==> src/rtl/uart_cart_loader.sv <==
// UART 8N1 receiver and frame parser that turns a cartridge image stream
// into one SRAM write request per payload byte.
module uart_cart_loader #(
    parameter int CLK_DIV       = 217,
    parameter int ACCESS_CYCLES = 4,
    parameter int TIMEOUT       = 1048576
) (
    input  logic        clock,
    input  logic        reset,
    input  logic        uart_rx,
    output logic        prog_active,
    output logic [20:0] prog_address,
    output logic        prog_wr_en,
    output logic [7:0]  prog_wd,
    output logic        prog_done,
    output logic [2:0]  err_flags
);
    localparam int DIV_W = $clog2(CLK_DIV);
    localparam int ACC_W = (ACCESS_CYCLES > 1) ? $clog2(ACCESS_CYCLES) : 1;
    localparam int TO_W  = $clog2(TIMEOUT + 1);

    // ---------------- receiver ----------------
    typedef enum logic [1:0] {RX_IDLE, RX_START, RX_DATA, RX_STOP} rx_state_t;
    rx_state_t        rx_state, rx_next;
    logic             rx_meta, rx_s, rx_prev;
    logic [DIV_W-1:0] rx_cnt;
    logic [2:0]       bit_idx;
    logic [7:0]       rx_shift;
    logic             stop_wait;
    logic             half_tick, bit_tick;
    logic             byte_valid, framing_err;

    assign half_tick   = (rx_cnt == DIV_W'(CLK_DIV / 2 - 1));
    assign bit_tick    = (rx_cnt == DIV_W'(CLK_DIV - 1));
    assign byte_valid  = (rx_state == RX_STOP) && !stop_wait && bit_tick && rx_s;
    assign framing_err = (rx_state == RX_STOP) && !stop_wait && bit_tick && !rx_s;

    always_comb begin
        rx_next = rx_state;
        unique case (rx_state)
            RX_IDLE:  if (rx_prev && !rx_s) rx_next = RX_START;
            RX_START: if (half_tick) rx_next = rx_s ? RX_IDLE : RX_DATA;
            RX_DATA:  if (bit_tick && bit_idx == 3'd7) rx_next = RX_STOP;
            RX_STOP: begin
                // after a bad stop bit, hold off until the line returns high
                if (stop_wait) begin
                    if (rx_s) rx_next = RX_IDLE;
                end else if (bit_tick && rx_s) begin
                    rx_next = RX_IDLE;
                end
            end
            default:  rx_next = RX_IDLE;
        endcase
    end

    always_ff @(posedge clock) begin
        if (reset) begin
            rx_state  <= RX_IDLE;
            rx_meta   <= 1'b1;
            rx_s      <= 1'b1;
            rx_prev   <= 1'b1;
            rx_cnt    <= '0;
            bit_idx   <= '0;
            rx_shift  <= '0;
            stop_wait <= 1'b0;
        end else begin
            rx_state <= rx_next;
            rx_meta  <= uart_rx;
            rx_s     <= rx_meta;
            rx_prev  <= rx_s;
            if (rx_state == RX_IDLE || rx_state != rx_next || bit_tick) rx_cnt <= '0;
            else rx_cnt <= rx_cnt + 1'b1;
            if (rx_state == RX_START) bit_idx <= '0;
            if (rx_state == RX_DATA && bit_tick) begin
                rx_shift <= {rx_s, rx_shift[7:1]};
                bit_idx  <= bit_idx + 1'b1;
            end
            if (rx_state != RX_STOP) stop_wait <= 1'b0;
            else if (framing_err)    stop_wait <= 1'b1;
        end
    end

    // ---------------- frame parser and write engine ----------------
    typedef enum logic [3:0] {
        S_SYNC, S_ADR2, S_ADR1, S_ADR0, S_LEN2, S_LEN1, S_LEN0, S_DATA, S_DONE
    } state_t;
    state_t           state, state_next;
    logic [20:0]      addr;
    logic [23:0]      remaining;
    logic [ACC_W-1:0] acc_cnt;
    logic             gap, buf_full;
    logic [7:0]       buf_data;
    logic [TO_W-1:0]  idle_cnt;
    logic             timeout, byte_in, wr_last, busy;
    logic [1:0]       inflight;
    logic             take, launch_direct, launch_buf, to_buf, overrun;

    assign timeout  = (state != S_SYNC) && (idle_cnt == TO_W'(TIMEOUT - 1));
    assign byte_in  = byte_valid && !timeout;
    assign wr_last  = prog_wr_en && (acc_cnt == ACC_W'(ACCESS_CYCLES - 1));
    assign busy     = prog_wr_en || gap;
    // writes accepted but not yet retired; remaining is only decremented on retire
    assign inflight = {1'b0, prog_wr_en} + {1'b0, buf_full};
    assign take     = byte_in && (state == S_DATA) && (remaining > {22'd0, inflight});

    assign launch_buf    = gap && buf_full && !timeout && (state == S_DATA);
    assign launch_direct = take && !busy;
    assign to_buf        = take && busy && (!buf_full || launch_buf);
    assign overrun       = take && busy && buf_full && !launch_buf;

    assign prog_done   = (state == S_DONE);
    assign prog_active = ((state != S_SYNC) && (state != S_DONE)) || prog_wr_en;

    always_comb begin
        state_next = state;
        if (timeout) begin
            state_next = S_SYNC;
        end else begin
            unique case (state)
                S_SYNC: if (byte_in && rx_shift == 8'hA5) state_next = S_ADR2;
                S_ADR2: if (byte_in) state_next = S_ADR1;
                S_ADR1: if (byte_in) state_next = S_ADR0;
                S_ADR0: if (byte_in) state_next = S_LEN2;
                S_LEN2: if (byte_in) state_next = S_LEN1;
                S_LEN1: if (byte_in) state_next = S_LEN0;
                S_LEN0: if (byte_in)
                    state_next = ({remaining[15:0], rx_shift} == 24'd0) ? S_DONE : S_DATA;
                S_DATA: if (wr_last && remaining == 24'd1) state_next = S_DONE;
                S_DONE: state_next = S_SYNC;
                default: state_next = S_SYNC;
            endcase
        end
    end

    always_ff @(posedge clock) begin
        if (reset) begin
            state        <= S_SYNC;
            addr         <= '0;
            remaining    <= '0;
            prog_address <= '0;
            prog_wd      <= '0;
            prog_wr_en   <= 1'b0;
            acc_cnt      <= '0;
            gap          <= 1'b0;
            buf_full     <= 1'b0;
            buf_data     <= '0;
            idle_cnt     <= '0;
            err_flags    <= '0;
        end else begin
            state <= state_next;
            if (state == S_SYNC || byte_valid) idle_cnt <= '0;
            else idle_cnt <= idle_cnt + 1'b1;

            if (byte_in) begin
                case (state)
                    S_ADR2, S_ADR1, S_ADR0: addr <= {addr[12:0], rx_shift};
                    S_LEN2, S_LEN1, S_LEN0: remaining <= {remaining[15:0], rx_shift};
                    default: ;
                endcase
            end
            if (wr_last && state == S_DATA) begin
                addr      <= addr + 1'b1;
                remaining <= remaining - 1'b1;
            end

            if (launch_direct || launch_buf) begin
                prog_wr_en   <= 1'b1;
                acc_cnt      <= '0;
                gap          <= 1'b0;
                prog_address <= addr;
                prog_wd      <= launch_buf ? buf_data : rx_shift;
            end else if (wr_last) begin
                prog_wr_en <= 1'b0;
                gap        <= 1'b1;
            end else begin
                if (prog_wr_en) acc_cnt <= acc_cnt + 1'b1;
                gap <= 1'b0;
            end

            if (timeout) begin
                buf_full <= 1'b0;
            end else if (to_buf) begin
                buf_full <= 1'b1;
                buf_data <= rx_shift;
            end else if (launch_buf) begin
                buf_full <= 1'b0;
            end

            if (overrun)     err_flags[2] <= 1'b1;
            if (timeout)     err_flags[1] <= 1'b1;
            if (framing_err) err_flags[0] <= 1'b1;
        end
    end
endmodule

==> config.mk <==
export PLATFORM = sky130hd
export DESIGN_NAME = uart_cart_loader
export DESIGN_NICKNAME = d
export VERILOG_FILES = /design/src/rtl/uart_cart_loader.sv
export SDC_FILE = /design/constraint.sdc
export NUM_CORES = 1
export LEC_CHECK = 0
export CAP_MARGIN = 10
export CORE_MARGIN = 2
export CORE_UTILIZATION = 59
export CTS_BUF_LIST = sky130_fd_sc_hd__clkbuf_16
export DETAILED_ROUTE_END_ITERATION = 6
export PLACE_DENSITY_LB_ADDON = 0.12
export SYNTH_ARGS = -nofsm -noshare
export SYNTH_HDL_FRONTEND = slang
export SYNTH_SLANG_ARGS = --single-unit
==> constraint.sdc <==
create_clock -name clock -period 6.8 [get_ports clock]
set_clock_uncertainty 0.15 [all_clocks]
set_input_delay 0.68 -clock clock [delete_from_list [all_inputs] [get_ports clock]]
set_output_delay 0.68 -clock clock [all_outputs]
set_load 0.05 [all_outputs]
==> implementation parameters <==
Parameter                              Value

Synthesis
  Seq cells post-synth ... 140
  Dominant cell by count in the synthesized netlist ... dfxtp_1
  Yosys top cell by area ... dfxtp_1
  Top cells by area in the synthesized netlist ... dfxtp_1 (40%), nand2_1 (4.9%), mux2i_1 (4.6%)
  Number of flops mapped to enable cells by yosys ... 0
  Cells after Synth ... 842
  Register area share after synthesis ... 0.3997
  Cell area after technology mapping ... 0.007012 mm2
  Share of synthesized registers carrying an async set or reset ... 0
  Top cell type's share of synthesized area ... 0.3997
  Avg Synthesized Cell Area ... 8.327 um2
  Number of unique standard cell types used by synthesis ... 70
  Number of warnings printed during yosys synthesis ... 0
  Post-synthesis net count ... 857
  Most instantiated cells after synthesis ... dfxtp_1 (140), nand2_1 (91), nor2_1 (70), a21oi_1 (60), clkbuf_1 (43)
  Commonest register cell after synthesis ... dfxtp_1

Route
  Via density per instance ... 6.541
  First-iteration detailed-routing DRC count ... 505
  First-pass iteration count of the detailed router ... 7
  Antenna Nets Post-Route ... 0
  Average wire per standard cell ... 17.72 um
  Total via count in the routed design ... 6561
  Final wirelength ... 17.78 mm
  Drt drc ... 5

GRT
  Wire length of the first global-routing pass ... 29.82 mm
  Total GRT Usage ... 0.2853
  Initial antenna violation count ... 0
  Overflow after GRT ... 0
  Number of global-route vias before repair ... 6125
  Maximum number of pins on one net before global-route repair ... 60

STA
  Normalized max-slew margin ... 0.2033
  Total setup violations reported at the end of the flow ... 0
  Max-slew violation total from the final report ... 0
  RSZ-0062 raised after global routing ... false
  Tmin final ... 3.156 ns
  Aggregate negative setup slack ... 0 ns
  Ratio of final minimum period to clock period ... 0.4642
  Slack of the critical path ... 3.644 ns
  Slew at the pin closest to its max-slew limit ... 1.192 ns
  Total count of hold-check failures in the final report ... 0
  Peak Freq ... 316.8 MHz

CTS
  Post-CTS setup-driven buffer insertion count ... 0
  Clock transition at the register clock pins on the worst setup and hold paths after CTS ... 0.06 ns
  Clock latency at the later pin of the worst-skew pair ... 0.42 ns
  Total clock buffers created by CTS ... 17
  # resized after CTS ... 0
  Maximum level of the CTS H-tree ... 4
  Clock tree buffer depth ... 2
  CTS Hold Bufs ... 0
  Sink count of the clock tree ... 140
  CTS tree ... done
  Clk root buf ... clkbuf_16

Die
  Starting Density ... 0.6089
  Die outline area ... 0.01277 mm2
  Area of the core region ... 0.01152 mm2
  Total I/O pin count ... 38
  Vert. Die Dim ... 113.0 um
  DIE WIDTH ... 113.0 um
  Site row count ... 39

Setup path
  Worst-path cell chain ... ha_1 > inv_1 > ha_1 > nor2b_1 > o21ai_0 > a311o_1 > a21oi_4 > o221a_1
  CP Launch Type ... register
  Class of the most critical setup path ... register to register
  Highest fanout seen on the critical path ... 32
  Required time at the worst-slack endpoint ... 7.01 ns
  Critical path arrival ... 3.36 ns
  Critical path's most frequent cell ... ha_1
  CP max-delay cell ... a21oi_4
  Element type at the critical path end ... register
  Delay of the slowest critical-path stage ... 0.93 ns

Power
  Largest voltage drop on the vdd net ... 185.3 uV
  Total power consumption of the routed design ... 1.853 mW
  Pwr Density ... 230.6 mW/mm2
  Leakage power figure ... 2.637 nW

Finish
  End-of-flow core utilization ... 0.6978
  Number of inserted diodes ... 0
  Number of fill cells in the layout ... 935
  Post-Layout Cell Count ... 1003
  Fraction of layout cells with a size suffix above 1 ... 0.06628
  Storage cell area ... 0.002803 mm2
  Layout overhead on the synthesized area ... 14.61%
  Area used by multi-input combinational logic ... 0.003879 mm2
  Final net count ... 862

Placed design
  Number of buffer cells added on primary ports ... 37
  Pre-CTS setup slack ... 3.669 ns
  HPWL after detailed placement ... 12.02 mm
  RD Place Congestion ... 0.9233
  Number of placed cells counting well taps ... 970

Flow run
  Number of maximum-capacitance violations ... 0

Run status
  Status ... finished with violations
  Failing checks ... DRC

Hold path
  Worst min-delay path category ... register to register
## state kept, by name, indices dropped and copies added, names as in the netlist
signal	cells
rx_prev	1
gap	1
idle_cnt	21
state	4
buf_full	1
rx_shift	8
acc_cnt	2
bit_idx	3
addr	21
buf_data	8
prog_wd	8
err_flags	3
remaining	24
stop_wait	1
rx_state	2
rx_s	1
rx_cnt	8
prog_wr_en	1
rx_meta	1
prog_address	21
## metrics by stage
step	instance area (um2)	hold WS, ns
2_1_floorplan	7012	0.2395
3_3_place_gp	7383	0.2440
3_5_place_dp	7383	0.2437
4_1_cts	8031	0.2621
5_1_grt	8036	0.2874
6_report	8036	0.2589
## worst max-delay path, delay by kind of cell, from the launching register on
family                     cells  cell delay (ns)
and+or+nand+nor                1             0.12
DFF                            1             0.44
AOI/OAI and AO/OA              4             1.85
adders and majority gates      2             0.47
buffers and inverters          1             0.04
## cells by family after synthesis
logic type / after synthesis / synth area share
AOI/OAI and AO/OA: 207 / 0.2075
xor gates and xnor gates: 24 / 0.02998
adders and majority gates: 12 / 0.02141
buffers and inverters: 88 / 0.04979
DFF: 140 / 0.3997
muxes: 32 / 0.04568
and+or+nand+nor: 339 / 0.2459
## routing by layer
metal | up-vias | routed length (um) | global-route usage
met3 | 49 | 1063 | 0.07124
li1 | 3146 | - | -
met4 | 0 | 553 | 0.1138
met2 | 227 | 8351 | 0.4499
met5 | - | 0 | 0
met1 | 3139 | 7809 | 0.3773
## final timing paths
check	slack (ns)	cells past startpoint	endpoint	from
worst max-delay path	3.64	8	prog_wd[2]	prog_wr_en
worst min-delay path	0.26	1	rx_s	rx_meta
worst max register to register	3.64	8	prog_wd[2]	prog_wr_en
worst min register to register	0.26	1	rx_s	rx_meta
## placed cells by master, fill, tap and decap left out, drive strengths merged, types with 4 or more instances in the layout
cell type and instances:
nor3 32, bufinv 5, ha 12, clkdlybuf4s50 36, and2 4, or4 13, buf 7, nand2b 4
o311ai 7, nand3 36, a2bb2oi 11, o21ai 23, nor2 70, nand2 91, or3 15, clkbuf 18
dfxtp 140, a211oi 13, xnor2 12, nor4 14, nand4 24, a21oi 60, xor2 12, inv 32
and4 6, and3 7, a31oi 15, a41oi 4, o211ai 11, o2111a 6, clkinvlp 5, a311oi 8
o221a 8, o31ai 14, mux2i 32, or2 9
## area by class of cell
cell class                      count  area share
Clock buffer                       17     0.05293
Clock inverter                     15     0.02771
Inverter                           30     0.01401
Multi-Input combinational cell    614      0.4826
Sequential cell                   140      0.3487
Tap cell                          143     0.02226
Timing Repair Buffer               44     0.05169
## power by group
| group | internal [mW] | switching (mW) |
|---|---|---|
| Clock | 0.650 | 0.359 |
| Combinational | 0.00540 | 0.0157 |
| Sequential | 0.821 | 0.00190 |
| Total | 1.48 | 0.377 |
Note: power is estimated with default switching activity, not from simulation.
